==> src/rtl/calc_ctrl_fsm.sv <==
// Calculator sequencing controller: builds operands from key events, runs one
// start/done ALU transaction on "=", and holds the result or an error for display.
module calc_ctrl_fsm #(
  parameter int unsigned DIGITS  = 4,
  parameter int unsigned W       = 14,
  parameter int unsigned RES_W   = 28,
  parameter int unsigned TIMEOUT = 1023
) (
  input  logic             clk,
  input  logic             rst_n,
  input  logic             btn_press,
  input  logic             is_num,
  input  logic             is_op,
  input  logic             is_eq,
  input  logic [3:0]       num_val,
  input  logic [1:0]       op_val,
  output logic [W-1:0]     alu_a,
  output logic [W-1:0]     alu_b,
  output logic [1:0]       alu_op,
  output logic             alu_start,
  input  logic             alu_done,
  input  logic [RES_W-1:0] alu_result,
  input  logic             alu_err,
  output logic [RES_W-1:0] disp_val,
  output logic             err,
  output logic             busy
);

  localparam int unsigned CW      = $clog2(DIGITS + 1);
  localparam int unsigned TW      = $clog2(TIMEOUT + 1);
  localparam int unsigned MAX_VAL = 10 ** DIGITS - 1;

  typedef enum logic [2:0] {S_A, S_OP, S_B, S_EXEC, S_RES, S_ERR} state_e;

  state_e           state_q, state_d;
  logic             btn_q;
  logic [W-1:0]     a_q, a_d, b_q, b_d;
  logic [CW-1:0]    cnt_q, cnt_d;
  logic [1:0]       op_q, op_d;
  logic             start_q, start_d;
  logic [TW-1:0]    wait_q, wait_d;
  logic [RES_W-1:0] disp_q, disp_d;
  logic             err_q, err_d;
  logic             busy_q, busy_d;

  logic             key_evt_c;
  logic             is_clr_c;
  logic             res_ok_c;
  logic             cnt_room_c;
  logic [W-1:0]     a_app_c, b_app_c, dig_c;

  // x*10 + d without a multiplier
  function automatic logic [W-1:0] append_digit(input logic [W-1:0] x, input logic [W-1:0] d);
    return (x << 3) + (x << 1) + d;
  endfunction

  function automatic logic [RES_W-1:0] sext(input logic [W-1:0] x);
    return {{(RES_W - W){x[W-1]}}, x};
  endfunction

  assign key_evt_c  = btn_press & ~btn_q;
  assign is_clr_c   = ~(is_num | is_op | is_eq);
  assign res_ok_c   = ~disp_q[RES_W-1] && (disp_q <= RES_W'(MAX_VAL));
  assign cnt_room_c = (cnt_q < CW'(DIGITS));
  assign dig_c      = W'(num_val);
  assign a_app_c    = append_digit(a_q, dig_c);
  assign b_app_c    = append_digit(b_q, dig_c);

  always_ff @(posedge clk or negedge rst_n) begin
    if (!rst_n) begin
      state_q <= S_A;
      btn_q   <= 1'b0;
      a_q     <= '0;
      b_q     <= '0;
      cnt_q   <= '0;
      op_q    <= '0;
      start_q <= 1'b0;
      wait_q  <= '0;
      disp_q  <= '0;
      err_q   <= 1'b0;
      busy_q  <= 1'b0;
    end else begin
      state_q <= state_d;
      btn_q   <= btn_press;
      a_q     <= a_d;
      b_q     <= b_d;
      cnt_q   <= cnt_d;
      op_q    <= op_d;
      start_q <= start_d;
      wait_q  <= wait_d;
      disp_q  <= disp_d;
      err_q   <= err_d;
      busy_q  <= busy_d;
    end
  end

  always_comb begin
    state_d = state_q;
    a_d     = a_q;
    b_d     = b_q;
    cnt_d   = cnt_q;
    op_d    = op_q;
    start_d = 1'b0;
    wait_d  = wait_q;
    disp_d  = disp_q;
    err_d   = err_q;

    if (state_q == S_EXEC) begin
      // keys are discarded while the ALU owns the operands
      if (!start_q && alu_done) begin
        if (alu_err) begin
          err_d   = 1'b1;
          disp_d  = '0;
          state_d = S_ERR;
        end else begin
          disp_d  = alu_result;
          state_d = S_RES;
        end
      end else if (wait_q == TW'(TIMEOUT - 1)) begin
        err_d   = 1'b1;
        disp_d  = '0;
        state_d = S_ERR;
      end else begin
        wait_d = wait_q + TW'(1);
      end
    end else if (key_evt_c) begin
      if (is_clr_c) begin
        a_d     = '0;
        b_d     = '0;
        cnt_d   = '0;
        err_d   = 1'b0;
        disp_d  = '0;
        state_d = S_A;
      end else begin
        case (state_q)
          S_A: begin
            if (is_num) begin
              if (cnt_room_c) begin
                a_d    = a_app_c;
                cnt_d  = cnt_q + CW'(1);
                disp_d = sext(a_app_c);
              end
            end else if (is_op) begin
              op_d    = op_val;
              cnt_d   = '0;
              state_d = S_OP;
            end
          end
          S_OP: begin
            if (is_num) begin
              b_d     = dig_c;
              cnt_d   = CW'(1);
              disp_d  = sext(dig_c);
              state_d = S_B;
            end else if (is_op) begin
              op_d = op_val;
            end
          end
          S_B: begin
            if (is_num) begin
              if (cnt_room_c) begin
                b_d    = b_app_c;
                cnt_d  = cnt_q + CW'(1);
                disp_d = sext(b_app_c);
              end
            end else if (is_eq) begin
              start_d = 1'b1;
              wait_d  = '0;
              state_d = S_EXEC;
            end
          end
          S_RES: begin
            if (is_num) begin
              a_d     = dig_c;
              b_d     = '0;
              cnt_d   = CW'(1);
              disp_d  = sext(dig_c);
              state_d = S_A;
            end else if (is_op) begin
              // only a non-negative result that fits an operand can chain
              if (res_ok_c) begin
                a_d     = disp_q[W-1:0];
                op_d    = op_val;
                cnt_d   = '0;
                state_d = S_OP;
              end else begin
                err_d   = 1'b1;
                disp_d  = '0;
                state_d = S_ERR;
              end
            end
          end
          default: ;
        endcase
      end
    end

    busy_d = (state_d == S_EXEC);
  end

  assign alu_a     = a_q;
  assign alu_b     = b_q;
  assign alu_op    = op_q;
  assign alu_start = start_q;
  assign disp_val  = disp_q;
  assign err       = err_q;
  assign busy      = busy_q;

endmodule

==> config.mk <==
export PLATFORM = sky130hd
export DESIGN_NAME = calc_ctrl_fsm
export DESIGN_NICKNAME = d
export VERILOG_FILES = /design/src/rtl/calc_ctrl_fsm.sv
export SDC_FILE = /design/constraint.sdc
export NUM_CORES = 1
export LEC_CHECK = 0
export ABC_AREA = 1
export CAP_MARGIN = 20
export CORE_MARGIN = 2
export CORE_UTILIZATION = 47
export CTS_BUF_LIST = sky130_fd_sc_hd__clkbuf_8
export CTS_CLUSTER_SIZE = 16
export DETAILED_ROUTE_END_ITERATION = 10
export DONT_BUFFER_PORTS = 1
export PLACE_DENSITY = 0.75
export SETUP_SLACK_MARGIN = 0.4
export SLEW_MARGIN = 20
export SYNTH_ARGS = -nofsm -noshare
export SYNTH_HDL_FRONTEND = slang
export SYNTH_SLANG_ARGS = --single-unit
==> constraint.sdc <==
create_clock -name clk -period 2.25 [get_ports clk]
set_clock_uncertainty 0.1 [all_clocks]
set_input_delay 0.3375 -clock clk [delete_from_list [all_inputs] [get_ports clk]]
set_output_delay 0.3375 -clock clk [all_outputs]
set_load 0.1 [all_outputs]
==> results of run 1 <==
per-stage QoR:
step | std cells | setup slack, ns
after CTS | 1234 | -0.169
after global placement | 1199 | -0.259
after floorplan | 908 | -0.271
after detailed placement | 1199 | -0.297
final | 1260 | -0.302
after global routing | 1259 | -0.355
worst reg2reg max path, cell delays in order, from the launching register on:
cell	delay, ns
dfrtp_4	0.50
fa_2	0.59
ha_4	0.22
buf_4	0.15
nand2_4	0.08
nor2_4	0.04
nand2_1	0.07
nand4_1	0.18
nor2_2	0.18
nand3b_1	0.14
nand3_2	0.08
a21boi_1	0.16
final timing paths:
path | end | slack (ns)
setup / recovery | disp_val[7] | -0.30
hold / removal | disp_val[9] | -0.47
setup reg to reg | disp_val[7] | -0.30
hold reg to reg | alu_a[13] | 0.40
max in group asynchronous | alu_a[3] | 2.38
min in group clk | alu_b[0] | 0.02
layout make-up:
| type | count | area (sq um) |
|---|---|---|
| Multi-Input combinational cell | 647 | 4730 |
| Fill cell | 878 | 3650 |
| Sequential cell | 78 | 2020 |
| Timing Repair Buffer | 178 | 1630 |
| Inverter | 163 | 639 |
| Tap cell | 176 | 220 |
| Clock buffer | 10 | 138 |
| Clock inverter | 6 | 55.1 |
| Antenna cell | 2 | 5.00 |
synthesized netlist by cell type, types with 3 or more instances:
| library cell | number | area, sq um |
|---|---|---|
| a21boi_1 | 6 | 45.0 |
| a21oi_1 | 32 | 160 |
| a21oi_2 | 4 | 35.0 |
| buf_2 | 7 | 35.0 |
| buf_6 | 4 | 45.0 |
| clkbuf_1 | 6 | 22.5 |
| dfrtp_1 | 78 | 1950 |
| fa_1 | 4 | 80.1 |
| ha_1 | 47 | 588 |
| inv_1 | 155 | 582 |
| inv_2 | 7 | 26.3 |
| nand2_1 | 243 | 912 |
| nand2_2 | 5 | 31.3 |
| nand3_1 | 64 | 320 |
| nand3_2 | 3 | 30.0 |
| nand3b_1 | 7 | 52.6 |
| nand4_1 | 15 | 93.8 |
| nor2_1 | 98 | 368 |
| nor2_2 | 4 | 25.0 |
| nor2_4 | 4 | 45.0 |
| nor3_1 | 9 | 45.0 |
| o211ai_1 | 4 | 30.0 |
| o21ai_0 | 51 | 255 |
| o21ai_1 | 4 | 20.0 |
| o21bai_1 | 3 | 22.5 |
| o221ai_1 | 5 | 43.8 |
| o22ai_2 | 10 | 125 |
| o31ai_1 | 4 | 30.0 |
| xnor2_1 | 3 | 26.3 |
| xor2_1 | 6 | 52.6 |
metal layers:
layer  vias to the layer above  share of wire  routed length (um)
met3                       139          0.087                2010
li1                       3250              -                   -
met4                         0          0.065                1500
met2                       466           0.48               11000
met5                         -              0                   0
met1                      3413           0.37                8520
flip-flops by register name, indices dropped and copies added (netlist names):
register and cells:
disp_val 28, alu_start 1, state_q 3, err 1, alu_op 2, alu_a 14, cnt_q 3, btn_q 1
wait_q 10, alu_b 14, busy 1
logic make-up (layout without fill, tap and decap cells):
kind of cell,Yosys count,after routing,share of synthesized area
XOR/XNOR,9,9,0.0127
flip-flops,78,78,0.313
buffers and inverters,183,357,0.118
AND/OR/NAND/NOR,457,457,0.317
adder cells (fa/ha/maj),51,51,0.107
other,0,2,0
AO/OA/AOI/OAI,130,130,0.132
repair_timing:
item / CTS / global route
setup buffers: 15 / 17
setup endpoints to repair: 72 / 74
cloned: 1 / 6
resized for setup: 129 / 144
endpoints found under the hold margin: 81 / 79
hold buffers: 3 / 1
pin swaps: 58 / 54
==> metrics.csv, run 1 <==
metric,value,unit
reg2reg_from,alu_a[0],
avgRoutedWirePerCell,18.3,um
path_cells,fa_2 > ha_4 > buf_4 > nand2_4 > nor2_4 > nand2_1 > nand4_1 > nor2_2 > nand3b_1 > nand3_2 > a21boi_1,
final_layout_size_suffix_gt1_frac,0.430,
cts.sinks,78,
clk_pin_slew,0.09,ns
ctsLongestPathBuffers,2,
hp-class,in -> async,
drv_slew,0,
drtPass1Iterations,5,
vias_per_cell,5.77,
areaGrowthSynthToFinish,51.5,%
critPathArrivalTime,2.78,ns
critPathKind,reg -> reg,
fmax,0.392,GHz
cpPeakStageDelay,0.59,ns
drt_iter0_drc,611,
dieWidth,119,um
nNetsFinal,1170,
setup_viol,44,
syn_area_per_cell,6.86,sq um
cp_top_family,adder cells,
cts-root-buf,clkbuf_8,
status,"complete, but fails checks",
dieArea,14200,sq um
ys_seq_area_frac,0.313,
final_cell_mix,"189 x nand2_1, 144 x inv_1, 134 x buf_4, 77 x nor2_1, 48 x dfrtp_1",
worst-r2r-cell-count,11,
worst_ep_required_time,2.47,ns
final_common_cell,nand2_1,
drtAntennaViolNets,0,
die_h,119,um
stdcell_area,9440,sq um
antenna_found_initial,1,
fin_util,0.721,
worstSetupStartpointType,register,
post-dp-hpwl,14.0,mm
crit_cells,11,
hold-worst-slack,-0.467,ns
grt_use_met1,0.354,
cp-end-kind,register,
synth.distinct_cells,44,
grt_pass1_vias,6595,
post-route-min-period,2.55,ns
async_reset_ff_frac,1.00,
drt_wl_total,23.0,mm
violations,"hold timing, setup timing",
synth_edf_count,0,
routabilityCongestion,0.954,
hold_viol,78,
rsz0062_at_grt,yes,
htree_levels,3,
cts_buffers,9,
core_area,13100,sq um
route.detailed.drc,0,
insertion_delay,0.40,ns
gr-usage-met2,0.468,
crit_path_top_delay_cell,fa_2,
tightestPinTransition,0.588,ns
syn-cell-area,6230,sq um
dpl_cell_area,7640,sq um
crit_start,alu_a[0],
grt_max_degree,79,
period_share,1.13,
fin_ws,-0.302,ns
grt-ovfl-total,0,
synth-main-ff-cell,dfrtp_1,
top_usage_layer,met2,
num_io_pins,103,
cts_tree,yes,
synthesis.nets,1001,
cap_violations,0,
ys_ff_latch,78,
yosysWarnings,0,
via_count,7268,
io_buffers,0,
max-slew-margin-rel,0.608,
finalSetupTns,-8.18,ns
grt_usage,0.286,
cp_max_fo,2,
grt_use_met3,0.0656,
initial_core_util,0.476,
postSynthCellCount,908,
rows,42,
grt_pass1_wl,32.2,mm
crit_buf_inv,1,
Power of run 1 is left out: the tool's default activity adds up to more than one toggle a clock period on the data nets, which glitch-free logic cannot reach.
==> run 2: changes to the inputs <==
- CELL_PAD_IN_SITES_DETAIL_PLACEMENT: unset -> 0
- CELL_PAD_IN_SITES_GLOBAL_PLACEMENT: unset -> 2
- CORE_UTILIZATION: 47 -> 33
- PLACE_DENSITY: 0.75 -> 0.89
- SETUP_SLACK_MARGIN: 0.4 -> 0.1
==> metrics.csv, run 2 (synthesis gave the netlist of run 1 again) <==
metric,value,unit,change
drt_iter0_drc,382,,-37%
period_share,1.12,,-0.0168
hold-worst-slack,-0.471,ns,-0.00416 ns
io_buffers,0,,unchanged
dieArea,20000,sq um,+41%
antenna_found_initial,1,,unchanged
hold_viol,78,,unchanged
cts_hold_buf,3,,unchanged
worst_ep_required_time,2.48,ns,about the same
core_area,18600,sq um,+42%
cp-end-kind,register,,
ctsLongestPathBuffers,2,,unchanged
nFillCells,1910,,+120%
grt-ovfl-total,0,,unchanged
final_cell_mix,"211 x nand2_1, 148 x buf_4, 147 x inv_1, 84 x nor2_1, 49 x dfrtp_1",,
cts_buffers,9,,unchanged
initial_core_util,0.334,,-0.142
largest_register_ffs,28,,unchanged
dieWidth,141,um,+19%
critPathArrivalTime,2.74,ns,-0.04 ns
drt_wl_total,20.6,mm,-10%
avgRoutedWirePerCell,15.7,um,-14%
htree_levels,3,,unchanged
clk_pin_slew,0.09,ns,about the same
vias_per_cell,4.84,,-16%
tightestPinTransition,0.582,ns,-0.00552 ns
grt_max_degree,79,,unchanged
route.detailed.drc,0,,unchanged
final_layout_size_suffix_gt1_frac,0.379,,-0.0512
status,"complete, but fails checks",,
via_count,6334,,-13%
drtPass1Iterations,5,,unchanged
routabilityCongestion,0.870,,-8.8%
cts_tree,yes,,
insertion_delay,0.40,ns,about the same
drv_slew,0,,unchanged
fin_util,0.481,,-0.240
hp-class,in -> async,,
cts.sinks,78,,unchanged
rows,50,,+19%
cp_max_fo,7,,+5
fmax,0.398,GHz,+1.5%
worstSetupStartpointType,register,,
ff2ff_setup_slack,-0.26,ns,+0.04 ns
drtAntennaViolNets,0,,unchanged
die_h,141,um,+19%
grt_pass1_vias,6138,,-6.9%
areaGrowthSynthToFinish,43.9,%,
post-dp-hpwl,15.5,mm,+11%
setup_viol,39,,-11%
critPathKind,reg -> reg,,
cts-root-buf,clkbuf_8,,
violations,"hold timing, setup timing",,
num_io_pins,103,,unchanged
fin_ws,-0.265,ns,+0.0377 ns
cap_violations,0,,unchanged
final_common_cell,nand2_1,,
max-slew-margin-rel,0.608,,about the same
grt_pass1_wl,32.0,mm,-0.41%
nNetsFinal,1163,,-0.60%
rsz0062_at_grt,yes,,
post-route-min-period,2.51,ns,-0.0377 ns
grt_usage,0.204,,-0.0821
-- run 2: area by class of cell --
type,instances,area [sq um],area share
inverters,163,618,0.0689
repair buffers,171,1410,0.157
clock inverters,7,66.3,0.00739
well taps,234,293,0.0326
multi-input cells,647,4440,0.495
diodes,1,2.50,0.000279
clock buffers,9,124,0.0138
flip-flops and latches,78,2020,0.225
-- run 2: final timing paths --
check / to / cells after the start / startpoint
max in group asynchronous: alu_b[9] / 0 / rst_n
worst min register to register: alu_a[13] / 2 / alu_a[13]
worst min-delay path: disp_val[25] / 0 / rst_n
worst max register to register: disp_val[27] / 12 / alu_a[2]
worst max-delay path: disp_val[27] / 12 / alu_a[2]
min in group clk: alu_b[0] / 2 / num_val[0]
-- run 2: metrics by stage --
| step | TNS, ns | area, sq um | hold slack, ns | std cells | setup slack (ns) |
|---|---|---|---|---|---|
| floorplan | -5.87 | 6480 | -0.0581 | 908 | -0.271 |
| global placement | -7.98 | 7790 | -0.0546 | 1271 | -0.294 |
| detailed placement | -9.36 | 7790 | -0.0553 | 1271 | -0.341 |
| CTS | -6.22 | 8360 | -0.496 | 1295 | -0.262 |
| global route | -10.72 | 8970 | -0.492 | 1309 | -0.353 |
| finish | -6.99 | 8970 | -0.471 | 1310 | -0.265 |
-- run 2: worst max-delay path: stages (launching register included) --
cell and delay [ns]:
dfrtp_4 0.52, fa_2 0.58, ha_4 0.22, nand3_4 0.07, nand3_4 0.10, nand3_4 0.08, nand4_1 0.14, nand3_1 0.14
nand2_1 0.07, inv_2 0.07, nand2_4 0.07, clkbuf_16 0.17, a21oi_2 0.11
-- run 2: timing repair --
action,CTS,global route
pin swaps,27,38
endpoints found under the setup margin,54,63
endpoints found under the hold margin,81,78
gates resized for setup,65,117
buffers inserted,5,15
cloned,0,1
-- run 2: routing by layer --
metal | routed length (um) | vias up | GRT usage | part of all wire
met5 | 0 | - | 0 | 0
met4 | 299 | 0 | 0.0558 | 0.015
met3 | 1030 | 15 | 0.0388 | 0.050
met2 | 9760 | 138 | 0.338 | 0.47
met1 | 9520 | 2943 | 0.274 | 0.46
li1 | - | 3238 | - | -
Power of run 2 is left out for the same reason.
==> run 3: changes to the inputs <==
- REMOVE_ABC_BUFFERS: unset -> 1
==> metrics.csv, run 3 (synthesis gave the netlist of run 1 again) <==
metric,value,unit,change
grt_max_degree,79,,unchanged
cpPeakStageDelay,0.59,ns,about the same
crit_start,alu_a[0],,
reg2reg_from,alu_a[0],,
path_cells,fa_2 > inv_2 > fa_2 > inv_2 > nand3_4 > nand3_4 > nand2_2 > nand3b_1 > nand2_1 > nand2_1 > nand3_1 > a21boi_1,,
hold_viol,78,,unchanged
cts_buffers,9,,unchanged
worst_ep_required_time,2.48,ns,about the same
max-slew-margin-rel,0.638,,+0.0297
critPathKind,reg -> reg,,
drt_wl_total,20.5,mm,-0.52%
dieArea,20000,sq um,unchanged
diodes,0,,-1
r2r_end,disp_val[10],,
io_buffers,0,,unchanged
drv_slew,0,,unchanged
final_cell_mix,"215 x nand2_1, 152 x buf_4, 146 x inv_1, 85 x nor2_1, 72 x dfrtp_1",,
avgRoutedWirePerCell,15.7,um,-0.44%
worst-r2r-cell-count,12,,unchanged
violations,"hold timing, setup timing",,
grt-ovfl-total,0,,unchanged
cts_tree,yes,,
drtPass1Iterations,5,,unchanged
antenna_found_initial,0,,-1
critPathArrivalTime,2.60,ns,-0.14 ns
cap_violations,0,,unchanged
worstSetupStartpointType,register,,
cts-root-buf,clkbuf_8,,
fmax,0.423,GHz,+6.3%
hp-class,in -> async,,
tightestPinTransition,0.538,ns,-0.0441 ns
cp-endpoint,disp_val[10],,
hold-worst-slack,-0.469,ns,+0.00184 ns
setup_viol,28,,-28%
grt_pass1_wl,32.5,mm,+1.5%
post-route-min-period,2.37,ns,-0.148 ns
route.detailed.drc,0,,unchanged
status,"complete, but fails checks",,
ctsLongestPathBuffers,2,,unchanged
ff2ff_setup_slack,-0.12,ns,+0.15 ns
instances_no_fill,1309,,-0.076%
grt_pass1_vias,6109,,-0.47%
gr-usage-met2,0.333,,-0.00409
cp-end-kind,register,,
placed_cells,1273,,+0.16%
largest_register_ffs,28,,unchanged
htree_levels,3,,unchanged
drt_iter0_drc,405,,+6.0%
grt_usage,0.206,,+0.00206
crit_path_top_delay_cell,fa_2,,
crit_cells,12,,unchanged
post-dp-hpwl,15.3,mm,-1.5%
via_count,6500,,+2.6%
vias_per_cell,4.97,,+2.7%
num_io_pins,103,,unchanged
rsz0062_at_grt,yes,,
fin_ws,-0.117,ns,+0.148 ns
cp_top_family,adder cells,,
cts_hold_buf,3,,unchanged
grt_use_met1,0.279,,+0.00541
cts.sinks,78,,unchanged
top_usage_layer,met2,,
crit_buf_inv,2,,unchanged
period_share,1.05,,-0.0658
final_common_cell,nand2_1,,
core_area,18600,sq um,unchanged
routabilityCongestion,0.885,,+1.7%
cp_max_fo,3,,-4
drtAntennaViolNets,0,,unchanged
initial_core_util,0.334,,unchanged
die_h,141,um,unchanged
nNetsFinal,1163,,unchanged
insertion_delay,0.39,ns,about the same
rows,50,,unchanged
grt_use_met3,0.0375,,-0.00135
areaGrowthSynthToFinish,43.0,%,
final_layout_size_suffix_gt1_frac,0.349,,-0.0298
dieWidth,141,um,unchanged
clk_pin_slew,0.10,ns,about the same
[run 3: layer usage]
metal | part of all wire | wire [um]
met2 | 0.47 | 9620
met4 | 0.023 | 476
met5 | 0 | 0
met1 | 0.46 | 9390
met3 | 0.049 | 1010
[run 3: how the worst min path moves through the flow]
stage               cells past startpoint            to  slack (ns)   from
floorplan                               0      alu_a[0]       -0.06  rst_n
global placement                        0  disp_val[19]       -0.05  rst_n
detailed placement                      0  disp_val[19]       -0.06  rst_n
CTS                                     0  disp_val[19]       -0.49  rst_n
global route                            0  disp_val[19]       -0.49  rst_n
finish                                  0   disp_val[0]       -0.47  rst_n
[run 3: through the flow]
step | hold WS [ns] | utilization | setup TNS (ns) | cell area, sq um | worst slack [ns]
floorplan | -0.0581 | - | -28.48 | 6110 | -0.819
global placement | -0.0542 | 0.406 | -5.33 | 7560 | -0.274
detailed placement | -0.0557 | 0.406 | -6.64 | 7560 | -0.301
CTS | -0.491 | 0.452 | -1.99 | 8430 | -0.114
global route | -0.488 | 0.478 | -6.10 | 8910 | -0.226
finish | -0.469 | 0.478 | -2.07 | 8910 | -0.117
[run 3: cell type report]
type / instances / area, sq um
clock inverters: 6 / 86.3
repair buffers: 171 / 1380
well taps: 234 / 293
inverters: 163 / 622
clock buffers: 10 / 138
fillers: 1910 / 9730
flip-flops and latches: 78 / 1960
multi-input cells: 647 / 4430
[run 3: timing repair]
action | in CTS | in global routing
pin swaps | 49 | 29
gates cloned | 0 | 1
endpoints found under the setup margin | 47 | 68
endpoints found under the hold margin | 81 | 78
setup buffers | 8 | 9
gates resized for setup | 122 | 89
[run 3: worst reg2reg max path: cells and delay by family, from the launching register on]
kind,cells,cell delay [ns]
adder cells (fa/ha/maj),2,0.96
flip-flops,1,0.41
AO/OA/AOI/OAI,1,0.12
buffers and inverters,2,0.16
AND/OR/NAND/NOR,7,0.56
Power of run 3 is left out for the same reason.
